===== config.mk =====
export PLATFORM = sky130hd
export DESIGN_NAME = fetch_ctrl
export DESIGN_NICKNAME = d
export VERILOG_FILES = /design/src/rtl/fetch_ctrl.sv
export SDC_FILE = /design/constraint.sdc
export NUM_CORES = 1
export LEC_CHECK = 0
export ABC_AREA = 1
export ABC_CLOCK_PERIOD_IN_PS = 10250
export BUFFER_PORTS_ARGS = -buffer_cell sky130_fd_sc_hd__buf_2
export CAP_MARGIN = 15
export CORE_MARGIN = 1.5
export CORE_UTILIZATION = 45
export DETAILED_ROUTE_END_ITERATION = 8
export PLACE_DENSITY = 0.59
export SKIP_LAST_GASP = 1
export SYNTH_ARGS = -nofsm -noshare
export SYNTH_HDL_FRONTEND = slang
export SYNTH_SLANG_ARGS = --single-unit

===== constraint.sdc =====
create_clock -name clock -period 10.25 [get_ports clock]
set_input_delay 1.025 -clock clock [delete_from_list [all_inputs] [get_ports clock]]
set_output_delay 1.025 -clock clock [all_outputs]
set_load 0.05 [all_outputs]

===== src/rtl/fetch_ctrl.sv =====
// fetch_ctrl: fetch PC sequencer with pre-decode, static branch prediction and a return address stack.
module fetch_ctrl #(
  parameter logic [31:0] RESET_PC = 32'h0,
  parameter int RAS_DEPTH = 8
) (
  input  logic        clock,
  input  logic        reset,
  output logic [31:0] fetch_pc,
  output logic        fetch_req,
  input  logic        imem_valid,
  input  logic [31:0] imem_inst,
  input  logic        redirect_valid,
  input  logic [31:0] redirect_pc,
  output logic        out_valid,
  input  logic        out_stall,
  output logic [31:0] out_inst,
  output logic [31:0] out_pc,
  output logic        out_pred_taken,
  output logic [31:0] out_pred_target
);
  localparam int AW = $clog2(RAS_DEPTH);
  localparam logic [AW:0] FULL = (AW+1)'(RAS_DEPTH);
  typedef enum logic {RUN, WAIT_JALR} state_t;
  state_t state;
  logic [31:0] pc, pc4, b_imm, j_imm, target;
  logic [31:0] ras [RAS_DEPTH];
  logic [AW-1:0] top, top_m1;
  logic [AW:0] cnt;
  logic [6:0] op;
  logic [4:0] rd, rs1;
  logic [2:0] f3;
  logic is_br, is_jal, is_jalr, br_tk, push, pop, taken, stall_jalr, hold, accept;
  assign op = imem_inst[6:0];
  assign rd = imem_inst[11:7];
  assign f3 = imem_inst[14:12];
  assign rs1 = imem_inst[19:15];
  assign pc4 = pc + 32'd4;
  assign b_imm = {{20{imem_inst[31]}}, imem_inst[7], imem_inst[30:25], imem_inst[11:8], 1'b0};
  assign j_imm = {{12{imem_inst[31]}}, imem_inst[19:12], imem_inst[20], imem_inst[30:21], 1'b0};
  assign top_m1 = top - 1'b1;
  assign is_br = op == 7'h63 && f3[2:1] != 2'b01;
  assign is_jal = op == 7'h6f;
  assign is_jalr = op == 7'h67 && f3 == 3'b000;
  assign br_tk = is_br && imem_inst[31];
  assign pop = is_jalr && rd == 5'd0 && rs1 == 5'd1 && |cnt;
  assign push = (is_jal || is_jalr) && rd == 5'd1;
  assign taken = br_tk || is_jal || pop;
  assign target = br_tk ? pc + b_imm : is_jal ? pc + j_imm : pop ? ras[top_m1] : pc4;
  // JALRs not predicted by the RAS park the fetcher until the backend resolves them
  assign stall_jalr = is_jalr && !pop;
  assign hold = out_valid && out_stall;
  assign accept = state == RUN && imem_valid && !hold && !redirect_valid;
  assign fetch_pc = pc;
  assign fetch_req = state == RUN && !hold;
  always_ff @(posedge clock or posedge reset) begin
    if (reset) begin
      pc <= RESET_PC;
      state <= RUN;
      top <= '0;
      cnt <= '0;
      out_valid <= 1'b0;
      out_inst <= '0;
      out_pc <= '0;
      out_pred_taken <= 1'b0;
      out_pred_target <= '0;
    end else if (redirect_valid) begin
      pc <= redirect_pc;
      out_valid <= 1'b0;
      state <= RUN;
    end else if (accept) begin
      out_valid <= 1'b1;
      out_inst <= imem_inst;
      out_pc <= pc;
      out_pred_taken <= taken;
      out_pred_target <= target;
      pc <= target;
      state <= stall_jalr ? WAIT_JALR : RUN;
      if (push) begin
        top <= top + 1'b1;
        cnt <= cnt == FULL ? cnt : cnt + 1'b1;
      end else if (pop) begin
        top <= top_m1;
        cnt <= cnt - 1'b1;
      end
    end else if (!out_stall) begin
      out_valid <= 1'b0;
    end
  end
  // a push into a full stack lands on the oldest slot since top wraps
  always_ff @(posedge clock) begin
    if (!reset && accept && push) ras[top] <= pc4;
  end
endmodule

==> run_results.csv <==
group,metric,value,unit
critical_path,critPathKind,"flop to flop",
sta,whs,0.445,ns
place,gp_congestion,0.999,
cells_and_area,fillCellCount,4368,
synth,yosysUniqueCellTypes,47,
route,antenna_left,0,
place,dp_hpwl,55400,um
sta,hold_viol_final,0,
cells_and_area,multi_input_area,8570,um^2
sta,skew,0.0335,ns
cells_and_area,utilization,52.5,%
synth,netlist_top_cells_area,"edfxtp_1 37%, dfrtp_1 16%, nand2_1 14%",
clocking,clk_pin_slew_worst_paths,0.06,ns
clocking,cts_buffer_depth,3,
synth,seq_area_frac_synth,53.0,%
die,fp.dieW,219,um
cells_and_area,design_area,24000,um^2
die,die_h,219,um
synth,yosys.cell_count.top_type,"nand2_1",
clocking,cts-buffers-inserted,43,
route,vias,18600,
synth,synth_edf_count,256,
sta,finalCritPeriodShare,42.1,%
global_routing,grt_pass1_vias,17400,
sta,fin_tns_setup,0,ns
sta,slew_headroom,25.1,%
clocking,cts_resized,0,
die,core,45800,um^2
clocking,clk_latency,0.60,ns
route,finalWirelength,75700,um
synth,netlist_instances,2529,
synth,yosys_warnings,0,
clocking,post-cts-setup-buffers,0,
worst_hold_path,hold_class,"primary input to async pin",
cells_and_area,drive_above_1_share,12.0,%
global_routing,grt_pass1_wl,111000,um
route,drt_iter0_drc,1702,
critical_path,cp-end-kind,"flop",
critical_path,arrival,4.84,ns
route,first_pass_iters,5,
cells_and_area,nets,2820,
global_routing,grt_max_degree,85,
synth,synth-seq-cells,394,
die,initial_core_util,45.9,%
critical_path,cp-start-kind,"flop",
clocking,root_buffer,"clkbuf_16",
clocking,htreeDepth,2,
critical_path,worstPathRequired,10.78,ns
synth,synthTopCellsByCount,"785 x nand2_1, 302 x nor2_1, 256 x edfxtp_1",
die,pin_count,200,
critical_path,path_max_fanout,65,
sta,setup_violations,0,
sta,period_needed,4.31,ns
sta,finalWorstSetupSlack,5.94,ns
power_and_ir_drop,p_leak,11.0,nW
global_routing,grt_antenna_before_repair,0,
route,drc,0,
power_and_ir_drop,peakVddDrop,0.000134,V
clocking,clock_sinks,394,
synth,async_reset_ff_share,35.0,%
synth,syn-num-nets,2649,
clocking,tritoncts,"yes",
die,num_rows,78,
cells_and_area,syn2layout_area_growth,14.3,%
route,via_per_inst,5.58,
global_routing,gr-total-overflow,0,
sta,maxSlewViolCount,0,
synth,syn_area,21000,um^2
sta,tightestPinTransition,1.12,ns
route,wire_per_inst,22.7,um
cells_and_area,seq_area,11100,um^2
sta,rsz0062_at_grt,"no",
synth,syn_avg_cell_area,8.31,um^2
place,post-place-ws,5.96,ns
global_routing,grt_usage,31.6,%
synth,yosysTopAreaCell,"edfxtp_1",
place,io_buffers,199,
synth,synth_top_area_share,36.6,%
die,die_area,48000,um^2
synth,synth_ff_type,"edfxtp_1",
flow_run,max-cap-violations,0,
run_status,status,"completed",
clocking,hold_buffers,0,
place,post_dp_cell_area,22500,um^2
power_and_ir_drop,power_density,189,nW/um^2
sta,clock.fmax,0.232,GHz
cells_and_area,diodes,0,
-- registers in the layout (all words and copies together) (netlist names) --
signal / cells
cnt: 4
fetch_pc: 32
out_inst: 32
out_pc: 32
out_pred_taken: 1
out_pred_target: 32
out_valid: 1
ras: 256
state: 1
top: 3
-- routing by layer --
metal  global-route usage, %  wire [um]  part of all wire [%]  vias up
met2                    51.0      35200                    46      776
li1                        -          -                     -     8688
met4                    13.0       3510                   4.6        0
met1                    42.7      31900                    42     8972
met3                    4.35       5140                   6.8      161
met5                       0          0                     0        -
-- cell type report --
class                      count  area share (%)
sequential                   394            46.4
multi-input combinational   1800            35.7
timing repair buffer         225            4.96
clock buffer                  50            4.67
inverter                     236            3.72
tap                          600            3.13
clock inverter                30            1.45
-- worst max-delay path: stages, from the launching register on --
cell and delay, ns:
dfrtp_2 0.34, buf_4 0.49, clkinv_2 0.57, ha_4 0.89, buf_4 0.60, o21ai_0 0.18
o211ai_1 0.32, nand2_1 0.10, nand2_1 0.15, nand3_1 0.14, nand2_1 0.10, nand2_1 0.05
nand2_1 0.12, nand2_1 0.08, nand2_1 0.09
-- layout by cell type (no fill, tap or decap), drive strengths merged, types with 4 or more instances in the layout --
cell | synthesis | routed
a21oi | 76 | 76
ha | 48 | 48
o21bai | 7 | 7
o211ai | 38 | 38
clkinv | 1 | 19
o221ai | 4 | 4
nand3 | 143 | 143
nor3 | 34 | 34
bufinv | 0 | 6
nand3b | 7 | 7
o21ai | 263 | 263
nand2 | 788 | 788
clkinvlp | 0 | 5
xor2 | 35 | 35
buf | 48 | 225
clkbuf | 51 | 50
xnor2 | 6 | 6
nor2 | 306 | 306
nand4 | 19 | 19
edfxtp | 256 | 256
dfrtp | 138 | 138
o22ai | 7 | 7
inv | 235 | 236
-- cell families (layout without fill, tap and decap cells) --
group	Yosys count	in the layout	share of synthesized area (%)
and+or+nand+nor	1304	1304	25.1
adders and majority gates	51	51	3.14
DFF	394	394	53.0
xor gates and xnor gates	41	41	1.74
AOI/OAI and AO/OA	404	404	10.5
buffers and inverters	335	541	6.51
-- final timing paths --
| path | from | end | slack, ns | depth (start not counted) |
|---|---|---|---|---|
| max | top[0] | out_pred_target[22] | 5.94 | 14 |
| min reg2reg | out_inst[25] | out_inst[25] | 0.47 | 2 |
| max in group asynchronous | reset | out_inst[25] | 7.92 | 4 |
| max reg2reg | top[0] | out_pred_target[22] | 5.94 | 14 |
| min | reset | fetch_pc[19] | 0.45 | 2 |
| min in group clock | out_inst[25] | out_inst[25] | 0.47 | 2 |
-- power breakdown --
group          leakage (nW)  total, mW  internal, mW  switching (mW)
Combinational          6.29       1.02         0.235           0.785
Sequential             4.02       1.90          1.80           0.101
Clock                 0.708       1.62         0.945           0.676
Total                  11.0       4.54          2.98            1.56
-- metrics by stage --
step	cells	total power, mW
after floorplan	2529	2.59
after global placement	3255	2.93
after detailed placement	3255	2.94
after CTS	3335	4.55
after global routing	3335	4.70
final	3335	4.54
No activity file was read; power rests on OpenSTA's default activity.
